File: src/rtl/icache_refill_ctrl_if.sv
// Bundle of the cache-side miss/fill signals and the main-memory read
// handshake used by the I-cache refill controller.
// The master modport is the refill controller. The slave modport is the
// cache and memory side that drives misses and memory responses.
interface icache_refill_ctrl_if;
  // cache side
  logic        miss_req;
  logic [31:0] miss_addr;
  logic        flush;
  logic        access_mm;
  logic [31:0] data_mm;
  // memory side
  logic        mem_req;
  logic [31:0] mem_addr;
  logic        mem_ack;
  logic [31:0] mem_rdata;

  modport master (
    input  miss_req, miss_addr, flush, mem_ack, mem_rdata,
    output mem_req, mem_addr, access_mm, data_mm
  );

  modport slave (
    output miss_req, miss_addr, flush, mem_ack, mem_rdata,
    input  mem_req, mem_addr, access_mm, data_mm
  );
endinterface

File: src/rtl/icache_refill_ctrl.sv
// Miss/refill controller behind the direct-mapped I-cache.
// A miss is accepted only in IDLE. The word is fetched over a req/ack
// handshake, and a minimum miss penalty is enforced before the single-cycle
// fill strobe is returned to the cache. A flush abandons a refill before
// FILL. Saturating counters record completed refills and busy cycles.
module icache_refill_ctrl #(
  parameter int MIN_LAT = 4,
  parameter int CNT_W   = 20,
  parameter int LAT_W   = 8
) (
  input  logic                 clk,
  input  logic                 RESET,
  icache_refill_ctrl_if.master bus,
  output logic                 busy,
  output logic [CNT_W-1:0]     cnt_refill,
  output logic [CNT_W-1:0]     cnt_stall
);

  typedef enum logic [2:0] {
    S_IDLE = 3'd0,
    S_REQ  = 3'd1,
    S_WAIT = 3'd2,
    S_FILL = 3'd3,
    S_DONE = 3'd4
  } state_t;

  localparam logic [LAT_W-1:0] MIN_LAT_L  = LAT_W'(MIN_LAT);
  localparam logic [LAT_W:0]   MIN_LAT_X  = (LAT_W+1)'(MIN_LAT);
  localparam logic [CNT_W-1:0] CNT_ONE    = {{(CNT_W-1){1'b0}}, 1'b1};
  localparam logic [CNT_W-1:0] CNT_MAX    = {CNT_W{1'b1}};
  localparam logic [31:0]      ALIGN_MASK = 32'hFFFF_FFFC;

  // Saturating increment: the counters stick at all-ones and never wrap.
  function automatic logic [CNT_W-1:0] sat_inc(input logic [CNT_W-1:0] v);
    if (v == CNT_MAX) begin
      sat_inc = v;
    end else begin
      sat_inc = v + CNT_ONE;
    end
  endfunction

  state_t           state_r;
  logic [LAT_W-1:0] lat_cnt_r;
  logic [31:0]      addr_r;
  logic [31:0]      buf_r;
  logic             mem_req_r;
  logic             access_mm_r;
  logic [31:0]      data_mm_r;
  logic             busy_r;
  logic [CNT_W-1:0] cnt_refill_r;
  logic [CNT_W-1:0] cnt_stall_r;

  logic [LAT_W:0]   lat_inc_s;
  logic             lat_reached_s;
  logic [LAT_W-1:0] lat_next_s;

  // One extra bit keeps lat_cnt+1 from overflowing when it is compared
  // with MIN_LAT. The counter itself stops at MIN_LAT.
  assign lat_inc_s     = {1'b0, lat_cnt_r} + {{LAT_W{1'b0}}, 1'b1};
  assign lat_reached_s = (lat_inc_s >= MIN_LAT_X);
  assign lat_next_s    = (lat_cnt_r >= MIN_LAT_L) ? MIN_LAT_L : lat_inc_s[LAT_W-1:0];

  // Refill sequencer with all handshake outputs registered alongside the state.
  always_ff @(posedge clk) begin
    if (!RESET) begin
      state_r     <= S_IDLE;
      lat_cnt_r   <= {LAT_W{1'b0}};
      addr_r      <= 32'h0000_0000;
      buf_r       <= 32'h0000_0000;
      mem_req_r   <= 1'b0;
      access_mm_r <= 1'b0;
      data_mm_r   <= 32'h0000_0000;
      busy_r      <= 1'b0;
    end else begin
      access_mm_r <= 1'b0;
      case (state_r)
        S_IDLE: begin
          if (bus.miss_req && !bus.flush) begin
            addr_r    <= bus.miss_addr & ALIGN_MASK;
            lat_cnt_r <= {LAT_W{1'b0}};
            mem_req_r <= 1'b1;
            busy_r    <= 1'b1;
            state_r   <= S_REQ;
          end else begin
            mem_req_r <= 1'b0;
            busy_r    <= 1'b0;
            state_r   <= S_IDLE;
          end
        end
        S_REQ: begin
          lat_cnt_r <= lat_next_s;
          if (bus.mem_ack) begin
            // The beat is consumed even when a flush discards it.
            buf_r     <= bus.mem_rdata;
            mem_req_r <= 1'b0;
            if (bus.flush) begin
              busy_r  <= 1'b0;
              state_r <= S_IDLE;
            end else if (lat_reached_s) begin
              access_mm_r <= 1'b1;
              data_mm_r   <= bus.mem_rdata;
              state_r     <= S_FILL;
            end else begin
              state_r <= S_WAIT;
            end
          end else if (bus.flush) begin
            // Withdraw the request. Memory tolerates a dropped req.
            mem_req_r <= 1'b0;
            busy_r    <= 1'b0;
            state_r   <= S_IDLE;
          end else begin
            state_r <= S_REQ;
          end
        end
        S_WAIT: begin
          lat_cnt_r <= lat_next_s;
          if (bus.flush) begin
            busy_r  <= 1'b0;
            state_r <= S_IDLE;
          end else if (lat_reached_s) begin
            access_mm_r <= 1'b1;
            data_mm_r   <= buf_r;
            state_r     <= S_FILL;
          end else begin
            state_r <= S_WAIT;
          end
        end
        S_FILL: begin
          // The fill is already committed. A flush here is ignored.
          state_r <= S_DONE;
        end
        S_DONE: begin
          // A stale miss_req from the cache is ignored for this one cycle.
          busy_r  <= 1'b0;
          state_r <= S_IDLE;
        end
        default: begin
          mem_req_r <= 1'b0;
          busy_r    <= 1'b0;
          state_r   <= S_IDLE;
        end
      endcase
    end
  end

  // Statistics: completed fills and busy cycles, both saturating.
  always_ff @(posedge clk) begin
    if (!RESET) begin
      cnt_refill_r <= {CNT_W{1'b0}};
      cnt_stall_r  <= {CNT_W{1'b0}};
    end else begin
      if (access_mm_r) begin
        cnt_refill_r <= sat_inc(cnt_refill_r);
      end else begin
        cnt_refill_r <= cnt_refill_r;
      end
      if (busy_r) begin
        cnt_stall_r <= sat_inc(cnt_stall_r);
      end else begin
        cnt_stall_r <= cnt_stall_r;
      end
    end
  end

  assign bus.mem_req   = mem_req_r;
  assign bus.mem_addr  = addr_r;
  assign bus.access_mm = access_mm_r;
  assign bus.data_mm   = data_mm_r;
  assign busy          = busy_r;
  assign cnt_refill    = cnt_refill_r;
  assign cnt_stall     = cnt_stall_r;

endmodule

File: src/flat_wrapper.sv
// flat-port wrapper written by rule: the top's interface ports become plain ports
module icache_refill_ctrl_flat 
#(
  parameter int MIN_LAT = 4,
  parameter int CNT_W   = 20,
  parameter int LAT_W   = 8
)
  (clk, RESET, busy, cnt_refill, cnt_stall, bus_miss_req, bus_miss_addr, bus_flush, bus_mem_ack, bus_mem_rdata, bus_mem_req, bus_mem_addr, bus_access_mm, bus_data_mm);
  icache_refill_ctrl_if bus_i ();
  input  logic clk;
  input  logic RESET;
  output logic busy;
  output logic [CNT_W-1:0] cnt_refill;
  output logic [CNT_W-1:0] cnt_stall;
  input wire logic [$bits(bus_i.miss_req)-1:0] bus_miss_req;
  input wire logic [$bits(bus_i.miss_addr)-1:0] bus_miss_addr;
  input wire logic [$bits(bus_i.flush)-1:0] bus_flush;
  input wire logic [$bits(bus_i.mem_ack)-1:0] bus_mem_ack;
  input wire logic [$bits(bus_i.mem_rdata)-1:0] bus_mem_rdata;
  output wire logic [$bits(bus_i.mem_req)-1:0] bus_mem_req;
  output wire logic [$bits(bus_i.mem_addr)-1:0] bus_mem_addr;
  output wire logic [$bits(bus_i.access_mm)-1:0] bus_access_mm;
  output wire logic [$bits(bus_i.data_mm)-1:0] bus_data_mm;
  assign bus_i.miss_req = bus_miss_req;
  assign bus_i.miss_addr = bus_miss_addr;
  assign bus_i.flush = bus_flush;
  assign bus_i.mem_ack = bus_mem_ack;
  assign bus_i.mem_rdata = bus_mem_rdata;
  assign bus_mem_req = bus_i.mem_req;
  assign bus_mem_addr = bus_i.mem_addr;
  assign bus_access_mm = bus_i.access_mm;
  assign bus_data_mm = bus_i.data_mm;
  icache_refill_ctrl #(.MIN_LAT(MIN_LAT), .CNT_W(CNT_W), .LAT_W(LAT_W)) u_core (.clk(clk), .RESET(RESET), .bus(bus_i), .busy(busy), .cnt_refill(cnt_refill), .cnt_stall(cnt_stall));
endmodule
File: config.mk
export PLATFORM = sky130hd
export DESIGN_NAME = icache_refill_ctrl_flat
export DESIGN_NICKNAME = d
export VERILOG_FILES = /design/src/rtl/icache_refill_ctrl_if.sv /design/src/rtl/icache_refill_ctrl.sv /design/src/flat_wrapper.sv
export SDC_FILE = /design/constraint.sdc
export NUM_CORES = 1
export LEC_CHECK = 0
export ABC_AREA = 1
export CORE_MARGIN = 4
export CORE_UTILIZATION = 40
export CTS_BUF_LIST = sky130_fd_sc_hd__clkbuf_16
export DETAILED_ROUTE_END_ITERATION = 7
export GPL_ROUTABILITY_DRIVEN = 0
export GPL_TIMING_DRIVEN = 0
export PLACE_DENSITY_LB_ADDON = 0.3
export SYNTH_ARGS = -nofsm -noshare
export SYNTH_HDL_FRONTEND = slang
export SYNTH_SLANG_ARGS = --single-unit
File: constraint.sdc
create_clock -name clk -period 3.51 [get_ports clk]
set_clock_uncertainty 0.1 [all_clocks]
set_input_delay 0.8775 -clock clk [delete_from_list [all_inputs] [get_ports clk]]
set_output_delay 0.8775 -clock clk [all_outputs]
set_load 0.02 [all_outputs]
==> results.yml, run 1 <==
run_status:
  status: "finished clean"
floorplan:
  rows: 47
  coreArea_um2: 16760
  die-width_um: 139.6
  num_io_pins: 176
  dieArea_um2: 19480
  dieHeight_um: 139.6
  start_util: 0.4131
grt:
  grt_max_degree: 17
  overflow: 0
  grt_util_met3: 0.08302
  grt_pass1_wl_um: 31880
  grt-busiest-layer: "met2"
  track_usage: 0.1986
  use_met2: 0.3201
  grt.met1_usage: 0.2420
  antenna_found_initial: 0
  grt_pass1_vias: 6668
pwr:
  p_int_mw: 3.004
  power_frac_seq: 0.442
  p_sw_frac: 0.2401
  p_switching_mw: 0.9488
  p_leak_nw: 3.703
  p_comb_frac: 0.094
  peakVddDrop_uv: 343.4
  powerDensity_nw_per_um2: 415.9
  p_clk_frac: 0.463
finish:
  synthToLayoutAreaGrowth_pct: 37.29
  fill_cells: 1631
  layout.nets: 1305
  antenna_cells: 0
  drive_gt1_frac: 0.05382
cts:
  clock_latency_ns: 0.42
  clk_pin_slew_ns: 0.06
  h-tree-depth: 4
  cts.sinks: 148
  hold_buffers: 0
  clockRootBuffer: "clkbuf_16"
  cts_buffer_depth: 2
  cts_setup_buffers: 0
  cts_tree: "yes"
  cts_resized: 0
  numCtsBuffers: 17
sta:
  finalSetupViolCount: 0
  period_needed_ns: 2.639
  finalMaxSlewViolations: 0
  holdWs_ns: 0.3510
  hold_violations: 0
  worstMarginPinSlew_ns: 0.6389
  min_period_over_period: 0.7520
  setup_tns_ns: 0
  timing.fmax_mhz: 378.9
  rsz0062_at_grt: "false"
  slew_headroom: 0.5741
setup_path:
  cp.required_ns: 3.77
  path_buf_inv: 3
  critPathLaunchType: "primary input"
  cp_slowest_cell: "clkdlybuf4s50_1"
  slowest_delay_ns: 0.69
  critical_path_arrival_ns: 2.90
  critical_path_class: "in2reg"
  path_cells: "clkdlybuf4s50_1 > clkbuf_1 > buf_1 > o21ai_0 > nor2_1"
  critical_path.top_delay_family: "buffers and inverters"
  end_kind: "flop"
  crit_fanout: 10
yosys:
  syn_area_um2: 6923
  seq_area_frac_synth: 0.4280
  synth_area_per_cell_um2: 6.650
  synth_seq_cells: 148
  synth_cells: 1041
  yosys_warnings: 0
  synth.distinct_cells: 31
routing:
  wl_per_cell_um: 13.25
  ant_nets: 0
  via_count: 7109
  via_per_inst: 4.853
  initialDrtViolationCount: 395
  route.detailed.drc: 0
  wirelength_um: 19400
  dr.pass1.iters: 5
place:
  io_buffers: 171
  place.detailed.hpwl_um: 14410
min_path:
  worstHoldPathType: "reg2reg"
run:
  maxCapViolCount: 0
[worst paths after layout]
check                                     from  slack (ns)  cells past startpoint                           endpoint
max                                      RESET        0.87                      5  u_core.cnt_refill[1]$_SDFFE_PN0P_
min              u_core.buf_r[30]$_SDFFE_PN0P_        0.35                      2      u_core.buf_r[30]$_SDFFE_PN0P_
max reg2reg  u_core.cnt_refill[0]$_SDFFE_PN0P_        1.28                     11  u_core.cnt_refill[5]$_SDFFE_PN0P_
min reg2reg      u_core.buf_r[30]$_SDFFE_PN0P_        0.35                      2      u_core.buf_r[30]$_SDFFE_PN0P_
[stage by stage]
stage	power (mW)	setup WS, ns	instances	area (um2)	utilization
floorplan	1.969	1.576	1042	6927	-
global placement	2.153	0.4472	1433	8914	0.5318
detailed placement	2.157	0.4436	1433	8914	0.5318
CTS	3.987	0.8807	1465	9504	0.5671
global route	4.100	0.6939	1465	9504	0.5671
finish	3.952	0.8706	1465	9504	0.5671
[routing by layer]
metal	up-vias	part of all wire
li1	3668	-
met4	0	0.021
met5	-	0
met3	27	0.10
met1	3161	0.43
met2	253	0.44
[synthesized netlist by cell type, drive strengths merged]
library cell  count  share of area
a211oi            1         0.0011
a21oi            54          0.041
and2              1        0.00090
buf              26          0.027
clkbuf           26          0.014
clkinv            2         0.0011
conb              1        0.00054
dfxtp           148           0.43
ha                4         0.0072
inv              86          0.047
nand2           247           0.14
nand3            69          0.050
nand3b            2         0.0022
nand4            10         0.0090
nor2            236           0.13
nor3             16          0.012
nor3b             1         0.0011
o21a              1         0.0011
o21ai            90          0.065
xnor2             9          0.011
xor2             11          0.014
[layout make-up]
class                           count  area [um2]  area share
Clock inverter                     15       165.2     0.01738
Timing Repair Buffer              171        1712      0.1801
Inverter                           88       330.3     0.03476
Tap cell                          220       275.3     0.02896
Buffer                             52       281.5     0.02962
Clock buffer                       17       425.4     0.04476
Sequential cell                   148        2963      0.3117
Multi-Input combinational cell    754        3352      0.3527
[worst register-to-register path: cells and delay by family, from the launching register on]
kind | cells | cell delay [ns]
adders and majority gates | 1 | 0.32
buffers and inverters | 3 | 0.41
DFF | 1 | 0.45
AOI/OAI and AO/OA | 1 | 0.06
and+or+nand+nor | 6 | 0.77
[sequential cells by signal, indices dropped and copies added (netlist names), 3 cells and up]
register / flops
u_core.cnt_stall: 20
u_core.state_r: 3
u_core.buf_r: 32
u_core.bus.data_mm: 32
u_core.bus.mem_addr: 30
u_core.lat_cnt_r: 8
u_core.cnt_refill: 20
[layout by cell type, fill, tap and decap left out, types with 17 or more instances in the layout]
master	instances
a21oi_1	53
clkbuf_1	26
clkbuf_16	17
clkdlybuf4s50_1	171
dfxtp_1	148
inv_1	81
nand2_1	243
nand3_1	69
nor2_1	231
o21ai_0	90
[power groups by stage]
stage / sequential, mW / combinational, mW / clock (mW)
6_report: 1.75 / 0.373 / 1.83
5_1_grt: 1.75 / 0.416 / 1.93
4_1_cts: 1.75 / 0.376 / 1.86
3_5_place_dp: 1.78 / 0.373 / 0
3_3_place_gp: 1.78 / 0.371 / 0
2_1_floorplan: 1.81 / 0.154 / 0
[kinds of logic after synthesis]
kind of cell / count (synthesis) / synth area share
other cells: 1 / 0.0005417
fa+ha+maj: 4 / 0.007230
compound gates: 146 / 0.1079
buf+inv: 140 / 0.08838
flops: 148 / 0.4280
simple gates: 582 / 0.3427
xor+xnor: 20 / 0.02530
Note: power is estimated with default switching activity, not from simulation.
==> inputs of run 2 (changes only) <==
clock period = 2.35 ns   (was 3.51 ns; I/O delays follow)
==> run 2 against run 1 <==
  * Combinational power increased by 50%
  * Routed wire length about the same
  * First-iteration DRC count decreased by 2.8%
  * Core utilization barely moved
  * Worst hold slack better by 0.0015 ns
  * Sequential power rose by 49%
  * Critical path type is now reg2out
  * Largest cell class unchanged
  * Highest routed layer unchanged
==> results.yml, run 2 (synthesis gave the netlist of run 1 again) <==
run_status:
  status: "finished clean"
finish:
  drive_gt1_frac: 0.05542
  synthToLayoutAreaGrowth_pct: 37.34
  antenna_cells: 0
  final_cell_mix: "nand2_1, nor2_1, clkdlybuf4s50_1, dfxtp_1, o21ai_0"
  utilization: 0.5673
  layout.nets: 1305
  fin_area_um2: 9508
  final_common_cell: "nand2_1"
floorplan:
  die-width_um: 139.6
  start_util: 0.4131
  rows: 47
  dieHeight_um: 139.6
  coreArea_um2: 16760
  dieArea_um2: 19480
  num_io_pins: 176
grt:
  use_met2: 0.3201
  grt.met1_usage: 0.2420
  grt_pass1_wl_um: 31880
  grt_pass1_vias: 6668
  grt_max_degree: 17
  antenna_found_initial: 0
  overflow: 0
  grt-busiest-layer: "met2"
  grt_util_met3: 0.08302
  track_usage: 0.1986
cts:
  cts.sinks: 148
  clockRootBuffer: "clkbuf_16"
  cts_setup_buffers: 0
  cts_tree: "yes"
  numCtsBuffers: 17
  h-tree-depth: 4
  clk_pin_slew_ns: 0.06
  cts_buffer_depth: 2
  clock_latency_ns: 0.42
  hold_buffers: 0
setup_path:
  critPathLaunchType: "flop"
  rrSetupSlack_ns: 0.19
  crit_fanout: 8
  critical_path.top_delay_family: "buffers and inverters"
  critical_path_arrival_ns: 1.55
  r2r_start: "u_core.cnt_refill[0]$_SDFFE_PN0P_"
  path_cells: "clkdlybuf4s50_1"
  critical_path_class: "reg2out"
  r2r_cells: 11
  crit_end: "cnt_refill[14]"
  cp.required_ns: 1.66
  slowest_delay_ns: 0.66
  path_buf_inv: 1
  regToRegEndpoint: "u_core.cnt_refill[5]$_SDFFE_PN0P_"
  end_kind: "primary output"
  cp_num_cells: 1
  critPathLaunch: "u_core.cnt_refill[14]$_SDFFE_PN0P_"
  cp_slowest_cell: "clkdlybuf4s50_1"
pwr:
  p_leak_nw: 3.703
  peakVddDrop_uv: 514.0
  powerDensity_nw_per_um2: 620.8
routing:
  via_count: 7108
  initialDrtViolationCount: 384
  wirelength_um: 19400
  wl_per_cell_um: 13.24
  ant_nets: 0
  dr.pass1.iters: 5
  via_per_inst: 4.852
  route.detailed.drc: 0
min_path:
  hold_start: "u_core.buf_r[1]$_SDFFE_PN0P_"
  worstHoldPathType: "reg2reg"
sta:
  period_needed_ns: 2.233
  worstMarginPinSlew_ns: 0.6052
  finalSetupViolCount: 0
  slew_headroom: 0.5965
  hold_violations: 0
  timing.fmax_mhz: 447.8
  holdWs_ns: 0.3525
  finalMaxSlewViolations: 0
  rsz0062_at_grt: "false"
  min_period_over_period: 0.9502
  setup_tns_ns: 0
place:
  io_buffers: 171
  dpl-instance-area_um2: 8914
  place.detailed.hpwl_um: 14410
run:
  maxCapViolCount: 0
run 2: how the worst min path moves through the flow:
| stage | cells past startpoint | end |
|---|---|---|
| finish | 2 | u_core.buf_r[1]$_SDFFE_PN0P_ |
| CTS | 2 | u_core.buf_r[27]$_SDFFE_PN0P_ |
| global placement | 2 | u_core.buf_r[29]$_SDFFE_PN0P_ |
| floorplan | 2 | u_core.buf_r[0]$_SDFFE_PN0P_ |
| detailed placement | 2 | u_core.buf_r[6]$_SDFFE_PN0P_ |
| global route | 2 | u_core.buf_r[28]$_SDFFE_PN0P_ |
run 2: power breakdown:
part	internal [mW]	switching (mW)
Sequential	2.58	0.0344
Clock	1.66	1.08
Combinational	0.254	0.304
Total	4.49	1.42
run 2: routing by layer:
| metal | part of all wire | wire length (um) |
|---|---|---|
| met5 | 0 | 0 |
| met4 | 0.021 | 410 |
| met3 | 0.10 | 2002 |
| met2 | 0.44 | 8614 |
| met1 | 0.43 | 8376 |
run 2: stage by stage:
stage | setup WS (ns) | cells | power (mW)
after global placement | -0.4228 | 1433 | 3.216
final | 0.1169 | 1465 | 5.903
after global routing | 0.02297 | 1465 | 6.124
after floorplan | 0.4155 | 1042 | 2.941
after CTS | 0.01071 | 1465 | 5.955
after detailed placement | -0.4264 | 1433 | 3.221
run 2: what timing repair did:
item,4_1_cts,5_1_grt
resized for setup,0,3
endpoints found under the setup margin,0,23
endpoints found under the hold margin,0,0
run 2: worst min-delay path, delay by kind of cell (launching register included):
family | cells | cell delay (ns)
buf+inv | 1 | 0.06
compound gates | 1 | 0.05
flops | 1 | 0.30
run 2: layout make-up:
cell class	instances	area (um2)
Sequential cell	148	2963
Buffer	52	282.8
Fill cell	1631	7252
Timing Repair Buffer	171	1712
Inverter	88	330.3
Multi-Input combinational cell	754	3354
Tap cell	220	275.3
Clock inverter	15	165.2
Clock buffer	17	425.4
==> inputs of run 3 (changes only) <==
PLACE_DENSITY = 0.78   (was default)
PLACE_DENSITY_LB_ADDON = default   (was 0.3)
==> run 3 against run 2 <==
  * Routed wire length increased by 1.7%
  * Count of clock-buffer cells in the layout unchanged
  * Non-clock buffer count unchanged
  * Highest routed layer unchanged
  * Critical endpoint is now cnt_stall[15]
  * Clock power about the same
  * Worst hold slack got worse by 0.0027 ns
  * Final area unchanged
==> results.yml, run 3 (synthesis gave the netlist of run 1 again) <==
place:
  place.detailed.hpwl_um: 14890
  dp_cells: 1433
  io_buffers: 171
  dp_slack_ns: -0.4476
grt:
  overflow: 0
  grt_max_degree: 17
  grt_pass1_vias: 6857
  grt_pass1_wl_um: 32690
  antenna_found_initial: 0
  track_usage: 0.2028
setup_path:
  path_cells: "clkdlybuf4s50_1"
  critical_path_class: "reg2out"
  cp_num_cells: 1
  path_buf_inv: 1
  critPathLaunchType: "flop"
  end_kind: "primary output"
  crit_fanout: 6
  critical_path_arrival_ns: 1.54
  critical_path.top_delay_family: "buffers and inverters"
  cp.required_ns: 1.66
  cp_slowest_cell: "clkdlybuf4s50_1"
  r2r_start: "u_core.cnt_refill[0]$_SDFFE_PN0P_"
  rrSetupSlack_ns: 0.24
  regToRegEndpoint: "u_core.cnt_refill[19]$_SDFFE_PN0P_"
  slowest_delay_ns: 0.66
  r2r_cells: 11
sta:
  worstMarginPinSlew_ns: 0.6018
  finalMaxSlewViolations: 0
  hold_violations: 0
  finalSetupViolCount: 0
  rsz0062_at_grt: "false"
  setup_tns_ns: 0
  period_needed_ns: 2.230
  min_period_over_period: 0.9491
  timing.fmax_mhz: 448.4
  slew_headroom: 0.5988
  setup_slack_ns: 0.1197
finish:
  final_cell_mix: "nand2_1, nor2_1, clkdlybuf4s50_1, dfxtp_1, o21ai_0"
  layout.nets: 1305
  utilization: 0.5673
  layoutNonFillerInstCount: 1465
  antenna_cells: 0
  fill_cells: 1620
  final_common_cell: "nand2_1"
  drive_gt1_frac: 0.05462
  synthToLayoutAreaGrowth_pct: 37.34
cts:
  cts_setup_buffers: 0
  cts_tree: "yes"
  clockRootBuffer: "clkbuf_16"
  clk_pin_slew_ns: 0.07
  h-tree-depth: 4
  hold_buffers: 0
  cts.sinks: 148
  numCtsBuffers: 17
  clock_latency_ns: 0.43
  cts_buffer_depth: 2
run_status:
  status: "finished clean"
pwr:
  finalPower_mw: 5.921
  p_leak_nw: 3.705
  peakVddDrop_uv: 512.1
  powerDensity_nw_per_um2: 622.7
routing:
  route.detailed.drc: 0
  via_count: 7262
  initialDrtViolationCount: 578
  wl_per_cell_um: 13.47
  wirelength_um: 19740
  via_per_inst: 4.957
  ant_nets: 0
  dr.pass1.iters: 7
run:
  maxCapViolCount: 0
floorplan:
  num_io_pins: 176
  start_util: 0.4131
  dieHeight_um: 139.6
  die-width_um: 139.6
  dieArea_um2: 19480
  coreArea_um2: 16760
  rows: 47
min_path:
  holdPathEnd: "u_core.buf_r[3]$_SDFFE_PN0P_"
  hold_start: "u_core.buf_r[3]$_SDFFE_PN0P_"
  worstHoldPathType: "reg2reg"
  hold_depth: 2
-- run 3: cell count changes in the layout (fill, tap and decap cells not counted) --
cell,previous run,this run
clkinv_4,2,3
clkinv_1,4,5
clkinv_2,3,2
clkinvlp_4,3,2
-- run 3: final cells by class --
cell class                 instances  area [um2]  share of cell area
clock inverter                    15       165.2             0.01737
multi-input combinational        754        3354              0.3528
clock buffer                      17       425.4             0.04474
inverter                          88       330.3             0.03474
timing repair buffer             171        1712              0.1800
sequential                       148        2963              0.3116
tap                              220       275.3             0.02895
buffer                            52       282.8             0.02974
-- run 3: where the power goes --
| group | internal (mW) | switching (mW) | total, mW |
|---|---|---|---|
| clock network | 1.66 | 1.10 | 2.75 |
| registers | 2.58 | 0.0344 | 2.61 |
| logic | 0.254 | 0.304 | 0.558 |
| total | 4.49 | 1.43 | 5.92 |
-- run 3: repair_timing --
action,4_1_cts,5_1_grt
endpoints found under the setup margin,1,9
pin swaps,0,0
resized for setup,1,1
-- run 3: worst max-delay path by stage --
stage,start,to,slack (ns)
finish,u_core.cnt_stall[15]$_SDFFE_PN0P_,cnt_stall[15],0.12
global route,u_core.cnt_refill[0]$_SDFFE_PN0P_,u_core.cnt_refill[11]$_SDFFE_PN0P_,0.04
CTS,u_core.cnt_stall[15]$_SDFFE_PN0P_,cnt_stall[15],0.09
detailed placement,RESET,u_core.bus.mem_addr[21]$_SDFFE_PN0P_,-0.45
global placement,RESET,u_core.cnt_refill[1]$_SDFFE_PN0P_,-0.45
floorplan,u_core.cnt_refill[0]$_SDFFE_PN0P_,u_core.cnt_refill[1]$_SDFFE_PN0P_,0.42
-- run 3: worst register-to-register path: stages (launching register included) --
cell     delay, ns
dfxtp_1       0.42
ha_2          0.27
inv_1         0.11
nor2_4        0.18
nand2_1       0.12
nor2_2        0.15
nand3_1       0.11
nand2_2       0.14
inv_2         0.11
buf_6         0.16
nand2_1       0.07
a21oi_1       0.06
-- run 3: layer usage --
layer  routed length (um)  GRT usage
met1                 8463     0.2415
met2                 9232     0.3438
met3                 1594    0.06312
met4                  450    0.07700
met5                    0          0
-- run 3: metrics by stage --
| step | area [um2] | hold WS [ns] |
|---|---|---|
| floorplan | 6927 | 0.3245 |
| global placement | 8914 | 0.3333 |
| detailed placement | 8914 | 0.3398 |
| CTS | 9505 | 0.3519 |
| global route | 9508 | 0.3688 |
| finish | 9508 | 0.3499 |
